## config.mk

```make
export PLATFORM = sky130hd
export DESIGN_NAME = adc_reader_flat
export DESIGN_NICKNAME = d
export VERILOG_FILES = /design/src/rtl/adc_pkg.sv /design/src/rtl/adc_reader_if.sv /design/src/rtl/adc_sck_gen.sv /design/src/rtl/adc_reader.sv /design/src/flat_wrapper.sv
export SDC_FILE = /design/constraint.sdc
export NUM_CORES = 1
export LEC_CHECK = 0
export ABC_AREA = 1
export CAP_MARGIN = 5
export CORE_ASPECT_RATIO = 1.5
export CORE_MARGIN = 4
export CORE_UTILIZATION = 45
export DETAILED_ROUTE_END_ITERATION = 10
export PLACE_DENSITY = 0.67
export SKIP_LAST_GASP = 1
export SLEW_MARGIN = 10
export SYNTH_ARGS = -nofsm -noshare
export SYNTH_HDL_FRONTEND = slang
export SYNTH_HIERARCHICAL = 1
export SYNTH_SLANG_ARGS = --single-unit
```

## constraint.sdc

```tcl
create_clock -name CLK_50M -period 2.7 [get_ports CLK_50M]
set_clock_uncertainty 0.1 [all_clocks]
set_input_delay 0.54 -clock CLK_50M [delete_from_list [all_inputs] [get_ports CLK_50M]]
set_output_delay 0.54 -clock CLK_50M [all_outputs]
set_load 0.1 [all_outputs]
```

## src/rtl/adc_pkg.sv

```systemverilog
// Shared constants, state encoding and frame-slot helper for the ADC reader.
// ADC_AMP_GAIN_EN (optional) enables the AMP state in adc_reader.
package adc_pkg;
   localparam int ADC_BITS  = 14;
   localparam int FRAME_LEN = 34;
   localparam int CH0_FIRST = 2;
   localparam int CH1_FIRST = 18;
   localparam int AMP_BITS  = 8;
   localparam int BIT_CNT_W = 6;

   typedef enum logic [2:0] {
      IDLE,
      CONV,
      SHIFT,
      DONE,
      AMP
   } state_t;

   // True when frame bit b belongs to the channel whose MSB sits at slot first.
   function automatic logic in_window(input logic [BIT_CNT_W-1:0] b, input int first);
      return (int'(b) >= first) && (int'(b) < first + ADC_BITS);
   endfunction
endpackage

```

## src/rtl/adc_reader_if.sv

```systemverilog
// Signal bundle between the ADC reader (master) and the ADC/front-end (slave).
// ADC_AMP_GAIN_EN adds the preamp gain-load signals.
interface adc_reader_if;
   import adc_pkg::*;

   logic                start;
   logic                SPI_MISO;
   logic                SPI_SCK;
   logic                AD_CONV;
   logic [ADC_BITS-1:0] V_0;
   logic [ADC_BITS-1:0] V_1;
   logic                valid;
   logic                busy;
`ifdef ADC_AMP_GAIN_EN
   logic [3:0]          gain_A;
   logic [3:0]          gain_B;
   logic                gain_load;
   logic                AMP_CS;
   logic                SPI_MOSI;

   modport master (
      input  start, SPI_MISO, gain_A, gain_B, gain_load,
      output SPI_SCK, AD_CONV, V_0, V_1, valid, busy, AMP_CS, SPI_MOSI
   );
   modport slave (
      output start, SPI_MISO, gain_A, gain_B, gain_load,
      input  SPI_SCK, AD_CONV, V_0, V_1, valid, busy, AMP_CS, SPI_MOSI
   );
`else
   modport master (
      input  start, SPI_MISO,
      output SPI_SCK, AD_CONV, V_0, V_1, valid, busy
   );
   modport slave (
      output start, SPI_MISO,
      input  SPI_SCK, AD_CONV, V_0, V_1, valid, busy
   );
`endif
endinterface

```

## src/rtl/adc_sck_gen.sv

```systemverilog
// SPI clock divider: SCK_HALF clk cycles per half period, with one-cycle
// rise/fall ticks that coincide with the registered SCK edges.
module adc_sck_gen #(
   parameter int SCK_HALF = 4
) (
   input  logic i_clk,
   input  logic i_rst_n,
   input  logic i_en,
   input  logic i_sck_oe,
   output logic o_sck,
   output logic o_rise_tick,
   output logic o_fall_tick
);
   localparam int CNT_W = (SCK_HALF > 1) ? $clog2(SCK_HALF) : 1;

   logic [CNT_W-1:0] r_cnt;
   logic             r_phase;
   logic             r_sck;
   logic             w_wrap;

   assign w_wrap      = i_en && (r_cnt == CNT_W'(SCK_HALF - 1));
   assign o_rise_tick = w_wrap && !r_phase;
   assign o_fall_tick = w_wrap && r_phase;
   assign o_sck       = r_sck;

   // The phase keeps running while the pin is masked, so CONV timing shares the divider.
   always_ff @(posedge i_clk or negedge i_rst_n) begin
      if (!i_rst_n) begin
         r_cnt   <= '0;
         r_phase <= 1'b0;
         r_sck   <= 1'b0;
      end else if (!i_en) begin
         r_cnt   <= '0;
         r_phase <= 1'b0;
         r_sck   <= 1'b0;
      end else if (w_wrap) begin
         r_cnt   <= '0;
         r_phase <= ~r_phase;
         r_sck   <= i_sck_oe & ~r_phase;
      end else begin
         r_cnt   <= r_cnt + CNT_W'(1);
      end
   end
endmodule

```

## src/rtl/adc_reader.sv

```systemverilog
// SPI master for a dual-channel 14-bit ADC: AD_CONV pulse, 34-bit frame in,
// both channels out with a valid strobe. ADC_AMP_GAIN_EN adds a preamp gain-load state.
module adc_reader #(
   parameter int SCK_HALF  = 4,
   parameter int FRAME_LEN = adc_pkg::FRAME_LEN
) (
   input logic          CLK_50M,
   input logic          RESET_N,
   adc_reader_if.master adc
);
   import adc_pkg::*;

   state_t                r_state;
   state_t                w_state_next;
   logic [BIT_CNT_W-1:0]  r_bit;
   logic [ADC_BITS-1:0]   r_ch0;
   logic [ADC_BITS-1:0]   r_ch1;
   logic [ADC_BITS-1:0]   r_v0;
   logic [ADC_BITS-1:0]   r_v1;
   logic                  r_valid;
   logic                  r_ad_conv;
   logic                  w_div_en;
   logic                  w_sck_oe;
   logic                  w_rise;
   logic                  w_fall;

   assign w_div_en = (r_state == CONV) || (r_state == SHIFT) || (r_state == AMP);
   assign w_sck_oe = (r_state == SHIFT) || (r_state == AMP);

   adc_sck_gen #(
      .SCK_HALF (SCK_HALF)
   ) u_sck_gen (
      .i_clk       (CLK_50M),
      .i_rst_n     (RESET_N),
      .i_en        (w_div_en),
      .i_sck_oe    (w_sck_oe),
      .o_sck       (adc.SPI_SCK),
      .o_rise_tick (w_rise),
      .o_fall_tick (w_fall)
   );

`ifdef ADC_AMP_GAIN_EN
   logic                  r_gain_pend;
   logic                  r_amp_cs;
   logic [AMP_BITS-1:0]   r_amp_sh;
`endif

   always_comb begin
      w_state_next = r_state;
      case (r_state)
         IDLE: begin
`ifdef ADC_AMP_GAIN_EN
            if (r_gain_pend)    w_state_next = AMP;
            else if (adc.start) w_state_next = CONV;
`else
            if (adc.start)      w_state_next = CONV;
`endif
         end
         CONV:  if (w_fall) w_state_next = SHIFT;
         SHIFT: if (w_fall && (r_bit == BIT_CNT_W'(FRAME_LEN - 1))) w_state_next = DONE;
         DONE:  w_state_next = IDLE;
`ifdef ADC_AMP_GAIN_EN
         AMP:   if (w_fall && (r_bit == BIT_CNT_W'(AMP_BITS - 1))) w_state_next = IDLE;
`endif
         default: w_state_next = IDLE;
      endcase
   end

   always_ff @(posedge CLK_50M or negedge RESET_N) begin
      if (!RESET_N) begin
         r_state   <= IDLE;
         r_bit     <= '0;
         r_ch0     <= '0;
         r_ch1     <= '0;
         r_v0      <= '0;
         r_v1      <= '0;
         r_valid   <= 1'b0;
         r_ad_conv <= 1'b0;
      end else begin
         r_state   <= w_state_next;
         r_ad_conv <= (w_state_next == CONV);
         r_valid   <= (r_state == DONE);
         if ((r_state != SHIFT) && (r_state != AMP)) r_bit <= '0;
         else if (w_fall)                             r_bit <= r_bit + BIT_CNT_W'(1);
         // Guard and trailing bits fall outside both windows and are dropped.
         if ((r_state == SHIFT) && w_rise) begin
            if (in_window(r_bit, CH0_FIRST)) r_ch0 <= {r_ch0[ADC_BITS-2:0], adc.SPI_MISO};
            if (in_window(r_bit, CH1_FIRST)) r_ch1 <= {r_ch1[ADC_BITS-2:0], adc.SPI_MISO};
         end
         if (r_state == DONE) begin
            r_v0 <= r_ch0;
            r_v1 <= r_ch1;
         end
      end
   end

`ifdef ADC_AMP_GAIN_EN
   // Pending gain load starts set so the preamp is programmed once after reset.
   always_ff @(posedge CLK_50M or negedge RESET_N) begin
      if (!RESET_N) begin
         r_gain_pend <= 1'b1;
         r_amp_cs    <= 1'b1;
         r_amp_sh    <= '0;
      end else begin
         if (adc.gain_load)       r_gain_pend <= 1'b1;
         else if (r_state == IDLE) r_gain_pend <= 1'b0;
         r_amp_cs <= (w_state_next != AMP);
         if ((r_state != AMP) && (w_state_next == AMP)) r_amp_sh <= {adc.gain_B, adc.gain_A};
         else if ((r_state == AMP) && w_fall)          r_amp_sh <= {r_amp_sh[AMP_BITS-2:0], 1'b0};
      end
   end

   assign adc.AMP_CS   = r_amp_cs;
   assign adc.SPI_MOSI = r_amp_sh[AMP_BITS-1];
`endif

   assign adc.AD_CONV = r_ad_conv;
   assign adc.V_0     = r_v0;
   assign adc.V_1     = r_v1;
   assign adc.valid   = r_valid;
   assign adc.busy    = (r_state != IDLE);
endmodule

```

## src/flat_wrapper.sv

```systemverilog
// flat-port wrapper written by rule: the top's interface ports become plain ports
module adc_reader_flat import adc_pkg::*;
#(
   parameter int SCK_HALF  = 4,
   parameter int FRAME_LEN = adc_pkg::FRAME_LEN
)
  (CLK_50M, RESET_N, adc_start, adc_SPI_MISO, adc_SPI_SCK, adc_AD_CONV, adc_V_0, adc_V_1, adc_valid, adc_busy);
  adc_reader_if adc_i ();
  input logic CLK_50M;
  input logic RESET_N;
  input wire logic [$bits(adc_i.start)-1:0] adc_start;
  input wire logic [$bits(adc_i.SPI_MISO)-1:0] adc_SPI_MISO;
  output wire logic [$bits(adc_i.SPI_SCK)-1:0] adc_SPI_SCK;
  output wire logic [$bits(adc_i.AD_CONV)-1:0] adc_AD_CONV;
  output wire logic [$bits(adc_i.V_0)-1:0] adc_V_0;
  output wire logic [$bits(adc_i.V_1)-1:0] adc_V_1;
  output wire logic [$bits(adc_i.valid)-1:0] adc_valid;
  output wire logic [$bits(adc_i.busy)-1:0] adc_busy;
  assign adc_i.start = adc_start;
  assign adc_i.SPI_MISO = adc_SPI_MISO;
  assign adc_SPI_SCK = adc_i.SPI_SCK;
  assign adc_AD_CONV = adc_i.AD_CONV;
  assign adc_V_0 = adc_i.V_0;
  assign adc_V_1 = adc_i.V_1;
  assign adc_valid = adc_i.valid;
  assign adc_busy = adc_i.busy;
  adc_reader #(.SCK_HALF(SCK_HALF), .FRAME_LEN(FRAME_LEN)) u_core (.CLK_50M(CLK_50M), .RESET_N(RESET_N), .adc(adc_i));
endmodule
```

; ---- After elaboration in Yosys (flattened, before gate mapping)
; Index checks and enable logic that the tools add are counted.
[totals]
elab_cells = 58
reg_bits = 71
input_bits = 4
output_inout_bits = 32
[op_classes]
n_lt_le_gt_ge = 4
n_eq_ne = 10
reduce_logical = 17
n_bitwise = 2
mux = 12
add_sub_neg = 2
[op_table]
columns = op, n
row1 = 6-bit two-way mux, 2
row2 = 3-bit two-way mux, 3
row3 = 3-bit case mux with 3 select lines, 1
row4 = 1-bit logical AND, 8
row5 = "6-bit by 1-bit adder with 6-bit output, second input constant", 1
row6 = "3-bit by 1-bit == test with 1-bit output, second input constant", 2
row7 = "3-bit by 2-bit == test with 1-bit output, second input constant", 2
row8 = "6-bit == test, second input constant", 1
row9 = "6-bit by 2-bit >= comparator with 1-bit output, second input constant", 1
row10 = "6-bit by 5-bit >= comparator with 1-bit output, second input constant", 1
row11 = "6-bit by 5-bit less-than comparator with 1-bit output, second input constant", 1
row12 = "6-bit less-than comparator, second input constant", 1
row13 = 1-bit two-way mux, 4
row14 = 2-bit two-way mux, 2
row15 = 2-bit AND reduction, 2
row16 = "3-bit == test, second input constant", 1
row17 = 3-bit zero test, 1
row18 = 1-bit logical OR, 3
row19 = "3-bit by 2-bit != test with 1-bit output, second input constant", 1
row20 = "3-bit != test, second input constant", 1
row21 = 3-bit nonzero test, 1
row22 = "2-bit by 1-bit adder with 2-bit output, second input constant", 1
row23 = "2-bit == test, second input constant", 1
row24 = "2-bit by 1-bit != test with 1-bit output, second input constant", 1
row25 = 4 further kinds, 4

; ---- Logic depth before layout (Yosys ltp)
[depth]
word_depth = 9
depth_mapped = 13
ltp_nobuf = 13

; ---- By module
; Netlist, hierarchy kept.
[by_module_without_submodules]
columns = mod, seq_area_each_um2, area_per_inst_um2, n_inst, cells_each
row1 = adc_reader, 1676.6, 2822.7, 1, 315
row2 = adc_sck_gen, 100.1, 176.4, 1, 20

; ---- Worst setup path before layout
; Ideal clock, no wire load.
[synth_path]
path_type = flip-flop to output port
start = register u_core.r_state[1]
end = output adc_busy
slack_ns = 0.794
arrival_time_ns = 1.266
required_time_ns = 2.060
path_stages_with_launch = 3
path_cell_list = dfrtp_1 > inv_1 > nand3_1
[synth_between]
elab_chain_len = 1
[synth_lines]
columns = element, line_no
row1 = "start, declared", adc_reader.sv:13  ; state_t r_state;
row2 = "start signal, assigned", adc_reader.sv:80  ; r_state <= w_state_next;
row3 = 3-bit nonzero test, adc_reader.sv:121  ; assign adc.busy = (r_state != IDLE);
row4 = "end, declared", flat_wrapper.sv:18  ; output wire logic [$bits(adc_i.busy)-1:0] adc_busy;
; Every way passes these cells.

; ---- Worst setup path in the final report
[layout_path]
start = register u_core.r_state[1]
end = register u_core.r_bit[5]
[layout_between]
elab_chain_len = 6
elab_cells_between_ends = 12
[layout_lines]
columns = element, line_no
row1 = 3-bit by 1-bit == test with 1-bit output / 3-bit by 2-bit == test with 1-bit output (equally long branches), adc_reader.sv:27  ; assign w_div_en = (r_state == CONV) || (r_state == SHIFT) || (r_state == AMP);
row2 = 1-bit logical OR, adc_reader.sv:27
row3 = 1-bit logical OR (*), adc_reader.sv:27
row4 = via u_core.w_div_en, adc_reader.sv:22  ; logic w_div_en;
row5 = 1-bit logical AND (*), adc_sck_gen.sv:21  ; assign w_wrap = i_en && (r_cnt == CNT_W'(SCK_HALF - 1));
row6 = 1-bit logical AND (*), adc_sck_gen.sv:23  ; assign o_fall_tick = w_wrap && r_phase;
row7 = via u_core.w_fall, adc_reader.sv:25  ; logic w_fall;
row8 = 2-bit nonzero test (no line) (*), -
row9 = "end signal, assigned", adc_reader.sv:84  ; else if (w_fall) r_bit <= r_bit + BIT_CNT_W'(1);
row10 = "end, declared", adc_reader.sv:15  ; logic [BIT_CNT_W-1:0] r_bit;
; The timed path passes the listed nets; every way through them passes the cells marked *.
; A chain may end at the register's enable or synchronous reset.

==> out/metrics.cfg <==
[outcome]
status = complete, no violations

[floorplan]
die_x_um = 74.7
design.die.area_um2 = 8060
core_um2 = 6490
rows = 36
start_util_pct = 46.2
ios = 36
dieHeight_um = 108

[cts]
clkSinkCount = 71
numCtsBuffers = 9
cts_hold_buf = 0
cts_setup_buffers = 0
clockRootBuffer = clkbuf_8
path_clk_slew_ns = 0.08
ctsLongestPathBuffers = 2
worstSkewPairLatency_ns = 0.34
htree_levels = 3
cts_resized = 0
cts_tree = yes

[timing]
clock.fmax_ghz = 0.454
setup_violations = 0
tns_ns = 0
finalWorstSetupSlack_ns = 0.495
max_slew_margin_pct = 44.0
worstMarginPinSlew_ns = 0.839
period_share_pct = 81.7
report.final.hold_viol_count = 0
whs_ns = 0.129
min_period_ns = 2.20
drv_slew = 0
rsz0062_at_grt = false

[final_layout]
area_growth_syn_to_layout_pct = 15.8
final_common_cell = nand2_1
seq_area_um2 = 1780
multi_input_comb_area_um2 = 1050
final_core_util_pct = 53.5
fin_nets = 380
drive_gt1_share_pct = 17.0
final_area_um2 = 3470
diodes = 0
instances_no_fill = 453
num-fill-cells = 619
layout_common_cells = nand2_1 (159), dfrtp_1 (71), buf_4 (36)

[drt]
drtIter0Drc = 180
routedWlPerCell_um = 12.8
routed_wl_um = 5820
route.vias.total = 2274
vias_per_cell = 5.02
first_pass_iters = 4
drcViolationCount = 0
ant_nets = 0

[critical_path]
crit_path_end_kind = flop
worst-path-max-fanout = 6
critPathKind = flop to flop
reg2reg_slack_ns = 0.50
arrival_ns = 2.37
start_kind = flop
r2r_cells = 13
regToRegEndpoint = u_core/r_bit[5]
worst_ep_required_time_ns = 2.87
r2r_start = u_core/r_state[1]

[place]
portBuffers = 35
dp.cells = 437
placed_cell_area_um2 = 3310
place_ws_ns = 0.575
gp_congestion = 0.865
dp_hpwl_um = 4030

[logic_synthesis]
yosysUniqueCellTypes = 23
ys_seq_elements = 71
ys_warn_count = 6
ys_seq_area_share_pct = 59.2
syn_nets = 343
synthesis.area_um2 = 3000
synth.avg_cell_area_um2 = 8.95
syn_inst = 335

[pwr]
power_density_nw_per_um2 = 548
p_leak_nw = 1.95
p_total_mw = 1.90
ir_drop_mv = 0.269

[global_routing]
grt_pass1_wl_um = 10300
grt_max_degree = 31
antenna_found_initial = 0
grt_pass1_vias = 2334
grt_use_total_pct = 16.7
gr-total-overflow = 0

[worst_hold_path]
min_path_type = input port to async pin

[run]
cap_violations = 0

-- flip-flops by register name, summed over array words and instances, names as in the netlist --
name	cells
u_core/adc.V_0	14
u_core/adc.V_1	14
u_core/r_ch0	14
u_core/r_ch1	14
u_core/r_bit	6
u_core/r_state	3
u_core/u_sck_gen/r_cnt	2
u_core/adc.AD_CONV	1
u_core/adc.valid	1
u_core/u_sck_gen/o_sck	1
u_core/u_sck_gen/r_phase	1
-- power breakdown --
group	internal (mW)	switching, mW	total, mW
combinational	0.0257	0.0791	0.105
sequential	1.08	0.00707	1.08
clock	0.330	0.387	0.716
total	1.43	0.473	1.90
-- layout make-up --
class | instances | share of cell area, %
Clock buffer | 10 | 3.67
Clock inverter | 6 | 1.08
Inverter | 19 | 2.05
Multi-Input combinational cell | 231 | 30.2
Sequential cell | 71 | 51.2
Tap cell | 76 | 2.74
Timing Repair Buffer | 40 | 9.08
-- layer usage --
layer	global-route usage, %	vias to the layer above	wire length (um)
met1	20.6	1070	2490
met4	7.89	0	136
li1	-	1142	-
met2	26.8	48	2960
met3	4.65	14	231
met5	0	-	0
-- worst max-delay path, stage by stage, from the launching register on --
cell,delay [ns]
dfrtp_1,0.43
inv_1,0.14
nand3_1,0.10
nand2_1,0.17
inv_1,0.10
nand2_1,0.14
nand2_1,0.09
nor2_1,0.21
nand2_1,0.11
nor2_1,0.22
nand3_1,0.10
nand2_1,0.08
inv_1,0.04
nor2_1,0.10
-- cell families (layout without fill, tap and decap cells) --
| group | Yosys count | in the layout | synth area share [%] |
|---|---|---|---|
| AO/OA/AOI/OAI | 7 | 7 | 1.54 |
| AND/OR/NAND/NOR | 219 | 219 | 31.7 |
| other | 1 | 1 | 0.125 |
| flip-flops | 71 | 71 | 59.2 |
| buffers and inverters | 33 | 75 | 5.76 |
| adder cells (fa/ha/maj) | 4 | 4 | 1.67 |
-- Yosys cell counts --
cell type	count	area (um2)
nand3_4	1	17.5
inv_1	16	60.1
buf_4	3	22.5
o21ai_0	4	20.0
dfrtp_1	71	1780
a21oi_1	2	10.0
inv_2	3	11.3
nand3_1	23	115
a21oi_4	1	16.3
nand4_1	18	113
buf_2	6	30.0
nor2_4	2	22.5
nor3b_1	1	7.51
nor3_1	3	15.0
ha_1	4	50.1
buf_6	4	45.0
nand3_2	2	20.0
clkbuf_1	1	3.75
nor2_1	8	30.0
nand2_1	159	597
conb_1	1	3.75
nor2_2	1	6.26
nand2_2	1	6.26
-- how the worst max path moves through the flow --
stage                                 start               to  slack (ns)
after floorplan           u_core/r_state[1]         adc_busy        0.79
after CTS                 u_core/r_state[1]  u_core/r_bit[5]        0.55
after detailed placement  u_core/r_state[1]  u_core/r_ch0[3]        0.57
after global routing      u_core/r_state[1]  u_core/r_bit[5]        0.27
after global placement    u_core/r_state[1]  u_core/r_ch0[4]        0.65
final                     u_core/r_state[1]  u_core/r_bit[5]        0.50
No activity file was read; power rests on OpenSTA's default activity.
